--- config.mk ---
export PLATFORM = sky130hd
export DESIGN_NAME = audio_dac_out
export DESIGN_NICKNAME = d
export VERILOG_FILES = /design/src/rtl/audio_pkg.sv /design/src/rtl/audio_tick.sv /design/src/rtl/audio_dac_out.sv
export SDC_FILE = /design/constraint.sdc
export NUM_CORES = 1
export LEC_CHECK = 0
export CAP_MARGIN = 10
export CORE_MARGIN = 1.5
export CORE_UTILIZATION = 50
export CTS_BUF_LIST = sky130_fd_sc_hd__clkbuf_8
export CTS_CLUSTER_SIZE = 12
export DETAILED_ROUTE_END_ITERATION = 10
export DONT_BUFFER_PORTS = 1
export PLACE_DENSITY = 0.77
export SLEW_MARGIN = 20
export SYNTH_ARGS = -nofsm -noshare
export SYNTH_HDL_FRONTEND = slang
export SYNTH_HIERARCHICAL = 1
export SYNTH_SLANG_ARGS = --single-unit
--- constraint.sdc ---
create_clock -name clock -period 1.7 [get_ports clock]
set_input_delay 0.425 -clock clock [delete_from_list [all_inputs] [get_ports clock]]
set_output_delay 0.425 -clock clock [all_outputs]
set_load 0.05 [all_outputs]
--- src/rtl/audio_pkg.sv ---
// Shared constants for the audio output path: default sample width and divider ratio,
// plus the PWM period helper (2^SAMPLE_W - 1).
package audio_pkg;

    localparam int SAMPLE_W_DEF = 4;
    localparam int CLK_DIV_DEF  = 1536;
    localparam int DIV_W        = 16;

    // One PWM period spans 2^w - 1 cycles so that full scale maps to "always high".
    function automatic int pwm_period(input int w);
        return (1 << w) - 1;
    endfunction

    localparam int PWM_PERIOD = pwm_period(SAMPLE_W_DEF);

endpackage

--- src/rtl/audio_tick.sv ---
// Sample-rate divider: counts 0..CLK_DIV-1 and raises a one-cycle strobe in the last count.
// Shared by any audio block that needs the sample-period timebase.
module audio_tick
    import audio_pkg::*;
#(
    parameter int CLK_DIV = CLK_DIV_DEF
) (
    input  logic             clock,
    input  logic             reset,
    output logic             sample_ena,
    output logic [DIV_W-1:0] div_cnt
);

    localparam logic [DIV_W-1:0] DIV_LAST = DIV_W'(CLK_DIV - 1);

    logic [DIV_W-1:0] div_cnt_reg;
    logic [DIV_W-1:0] div_cnt_next;

    always_comb begin
        div_cnt_next = div_cnt_reg + DIV_W'(1);
        if (div_cnt_reg == DIV_LAST) begin
            div_cnt_next = '0;
        end
    end

    always_ff @(posedge clock) begin
        if (reset) begin
            div_cnt_reg <= '0;
        end else begin
            div_cnt_reg <= div_cnt_next;
        end
    end

    // Decoded straight from the counter, so a reset leaves no partial strobe behind.
    assign sample_ena = (div_cnt_reg == DIV_LAST);
    assign div_cnt    = div_cnt_reg;

endmodule

--- src/rtl/audio_dac_out.sv ---
// 1-bit audio DAC back end: captures the mixed sample once per sample period and modulates it.
// Default is PWM; define AUDIO_SDM_EN to use a first-order sigma-delta modulator instead.
module audio_dac_out
    import audio_pkg::*;
#(
    parameter int CLK_DIV  = CLK_DIV_DEF,
    parameter int SAMPLE_W = SAMPLE_W_DEF
) (
    input  logic                clock,
    input  logic                reset,
    input  logic [SAMPLE_W-1:0] sample,
    input  logic                mute,
    output logic                sample_ena,
    output logic                audio_out,
    output logic [SAMPLE_W-1:0] active_sample
);

    localparam logic [SAMPLE_W-1:0] PWM_LAST = SAMPLE_W'(pwm_period(SAMPLE_W) - 1);

    logic [DIV_W-1:0]    div_cnt;
    logic [SAMPLE_W-1:0] pwm_cnt_reg;
    logic [SAMPLE_W-1:0] pwm_cnt_next;
    logic [SAMPLE_W-1:0] pending_reg;
    logic [SAMPLE_W-1:0] active_reg;
    logic [SAMPLE_W-1:0] active_next;
    logic                audio_reg;
    logic                audio_next;
    logic                capture;
    logic                pwm_wrap;

    audio_tick #(
        .CLK_DIV (CLK_DIV)
    ) u_tick (
        .clock      (clock),
        .reset      (reset),
        .sample_ena (sample_ena),
        .div_cnt    (div_cnt)
    );

    // The generator updates on the strobe edge, so its output is stable one cycle later.
    assign capture  = (div_cnt == '0);
    assign pwm_wrap = (pwm_cnt_reg == PWM_LAST);

    always_comb begin
        pwm_cnt_next = pwm_cnt_reg + SAMPLE_W'(1);
        if (pwm_wrap) begin
            pwm_cnt_next = '0;
        end
    end

    // Only reload at a period boundary; a same-cycle capture bypasses pending.
    always_comb begin
        active_next = active_reg;
        if (pwm_wrap) begin
            active_next = capture ? sample : pending_reg;
        end
    end

    always_ff @(posedge clock) begin
        if (reset) begin
            pwm_cnt_reg <= '0;
            pending_reg <= '0;
            active_reg  <= '0;
        end else begin
            pwm_cnt_reg <= pwm_cnt_next;
            active_reg  <= active_next;
            if (capture) begin
                pending_reg <= sample;
            end
        end
    end

`ifdef AUDIO_SDM_EN
    logic [SAMPLE_W-1:0] acc_reg;
    logic [SAMPLE_W:0]   sdm_sum;

    assign sdm_sum = {1'b0, acc_reg} + {1'b0, active_reg};

    always_comb begin
        audio_next = mute ? 1'b0 : sdm_sum[SAMPLE_W];
    end

    always_ff @(posedge clock) begin
        if (reset || mute) begin
            acc_reg <= '0;
        end else begin
            acc_reg <= sdm_sum[SAMPLE_W-1:0];
        end
    end
`else
    always_comb begin
        audio_next = mute ? 1'b0 : (pwm_cnt_reg < active_reg);
    end
`endif

    always_ff @(posedge clock) begin
        if (reset) begin
            audio_reg <= 1'b0;
        end else begin
            audio_reg <= audio_next;
        end
    end

    assign audio_out     = audio_reg;
    assign active_sample = active_reg;

endmodule

==> reports/results.tsv <==
metric	value	unit
status	finished, violations left	
violations	setup timing	
synthDistinctLibCells	29	
largest_reg_flops	16	
comb_power_share	0.084	
timing.rr.end	u_tick/div_cnt[14]	
report.final.setup_viol	15	
cts_tree	built	
drv_slew	0	
cts_max_path_buffers	2	
path_max_fanout	2	
tightest_slew	0.469	ns
stdcell_count	198	
syn_to_final_growth	32.7	%
sw_frac_of_total	0.209	
drc_errors	0	
p_leak	0.637	nW
nNetsFinal	180	
internal-power	1.24	mW
cp-end-kind	output pin	
ff2ff_path_depth	6	
hold_viol	0	
grt_pass1_vias	979	
holdPathStages	1	
layout_commonest_cell	dfxtp_1	
die_y	54.1	microns
num_antenna_cells	0	
rsz0062_at_grt	true	
power_density	904	nW/um^2
fin_crit_sh	1.24	
fmax	475	MHz
switchingPower	0.328	mW
grt-busiest-layer	met2	
vdd_ir_drop_max	0.000903	V
grt_pass1_wl	4.17	mm
grt_use_met3	0.0861	
netlist_instances	139	
gp_congestion	0.921	
via_per_inst	5.64	
syn_avg_cell_area	9.41	sq um
holdPathEnd	active_sample[1]	
cp_slowest_cell	or4_4	
relSlewSlack	0.687	
antenna_found_initial	0	
num_io_pins	13	
startpoint_type	flip-flop	
ys_ff_latch	29	
cp_data_required_time	1.27	ns
dpl_cell_area	1500	sq um
portBuffers	0	
final_util	0.701	
initial_core_util	0.528	
critPathKind	reg -> out	
fillers	182	
clk-insertion-delay-late	0.28	ns
clock-sinks	29	
grt_max_degree	17	
ff2ff_setup_slack	-0.11	ns
hold_buffers	0	
finalWirelength	3.02	mm
final_area	1740	sq um
tns	-1.80	ns
cts-root-buf	clkbuf_8	
fin_worst_skew	0.00974	ns
htreeDepth	2	
setup_ws	-0.407	ns
crit_arrival	1.68	ns
hold_start	reset	
drv_cap	0	
drt_first_pass_iters	4	
r2r-start	u_tick/div_cnt[15]	
ant_nets	0	
ys_seq_area_frac	0.444	
grt_use_met1	0.233	
core	2480	sq um
min_period	2.11	ns
place_hpwl	1.96	mm
synth_area	1310	sq um
p_seq_frac	0.461	
final_cell_mix	dfxtp_1 (26), buf_4 (22), nor2_1 (12)	
whs	0.199	ns
crit_chain	or4_4 -> nor4_4 -> buf_6	
yosysWarningCount	6	
globalRouteOverflowTotal	0	
cts_buffers	5	
rows	18	
first_iter_violations	43	
hold_class	in -> reg	
clkTransAtPathRegs	0.06	ns
die_w	54.1	microns
syn-num-nets	152	
grtUsageMet2	0.341	
fp.dieArea	2930	sq um
cpPeakStageDelay	0.55	ns
post_drt_wl_per_cell	15.2	microns
gr-usage-all-layers	0.205	
placed_cells	187	
drive_above_1_share	0.310	
num_vias	1116	
pwr-share-clk	0.455	
Yosys cell counts:
library cell	n	area, sq um
mux2i_1	4	40.0
and3_1	2	12.5
a21oi_1	3	15.0
nor4_4	1	21.3
nand2_1	3	11.3
o21ai_0	2	10.0
or2_1	1	6.26
dfxtp_1	29	581
nor2_1	24	90.1
or4_4	1	11.3
nand4_1	7	43.8
xor2_1	4	35.0
or4bb_1	1	11.3
a21o_1	2	15.0
nor3_1	6	30.0
ha_1	6	75.1
and4_1	1	8.76
inv_1	8	30.0
or3_1	1	6.26
xnor2_1	10	87.6
a211oi_1	4	30.0
nand2b_1	1	6.26
a2111oi_4	1	27.5
nor4_1	7	43.8
buf_2	2	10.0
buf_6	1	11.3
nand4b_1	1	8.76
clkbuf_1	1	3.75
nand3_1	5	25.0
logic make-up after synthesis:
kind of cell	count (synthesis)	synth area share
multiplexers	4	0.0306
AND/OR/NAND/NOR	62	0.257
buffers and inverters	12	0.0421
flip-flops	29	0.444
XOR/XNOR	14	0.0938
adder cells (fa/ha/maj)	6	0.0574
AO/OA/AOI/OAI	12	0.0746
final cells by class:
class | instances | area [sq um] | area share
Timing Repair Buffer | 25 | 221 | 0.128
Tap cell | 30 | 37.5 | 0.0216
Clock buffer | 6 | 82.6 | 0.0476
Multi-Input combinational cell | 98 | 746 | 0.430
Clock inverter | 2 | 33.8 | 0.0195
Sequential cell | 29 | 584 | 0.337
Inverter | 8 | 30.0 | 0.0173
worst max-delay path by stage:
stage                                   from                end  slack, ns
after detailed placement  u_tick/div_cnt[15]         sample_ena      -0.09
final                     u_tick/div_cnt[15]         sample_ena      -0.41
after CTS                 u_tick/div_cnt[15]         sample_ena      -0.42
after global routing      u_tick/div_cnt[15]         sample_ena      -0.44
after floorplan           u_tick/div_cnt[15]  u_tick/div_cnt[0]      -0.43
after global placement    u_tick/div_cnt[15]         sample_ena      -0.07
layer usage:
layer	wire length (microns)	vias up	share of wire
met5	0	-	0
met4	50	0	0.017
met3	172	7	0.057
met2	1520	28	0.51
met1	1270	532	0.42
li1	-	549	-
through the flow:
| stage | worst slack, ns | total power [mW] |
|---|---|---|
| finish | -0.407 | 1.57 |
| global route | -0.442 | 1.63 |
| global placement | -0.0692 | 0.834 |
| CTS | -0.416 | 1.55 |
| detailed placement | -0.0889 | 0.842 |
| floorplan | -0.434 | 0.813 |
worst max-delay path: cells and delay by family (launching register included):
kind                   cells  cell delay, ns
and+or+nand+nor            2            0.89
DFF                        1            0.31
buffers and inverters      1            0.20
power by group through the flow:
stage                     clock network (mW)  registers [mW]  logic [mW]
after floorplan                            0           0.737      0.0755
after global placement                     0           0.736      0.0984
after detailed placement                   0           0.738       0.104
after CTS                              0.727           0.723       0.105
after global routing                   0.758           0.726       0.144
final                                  0.714           0.723       0.132
timing repair:
action | in CTS | in global routing
gates cloned | 0 | 1
pin swaps | 0 | 7
endpoints found under the setup margin | 1 | 16
setup buffers | 0 | 2
resized for setup | 1 | 21
Note: power is estimated with default switching activity, not from simulation.
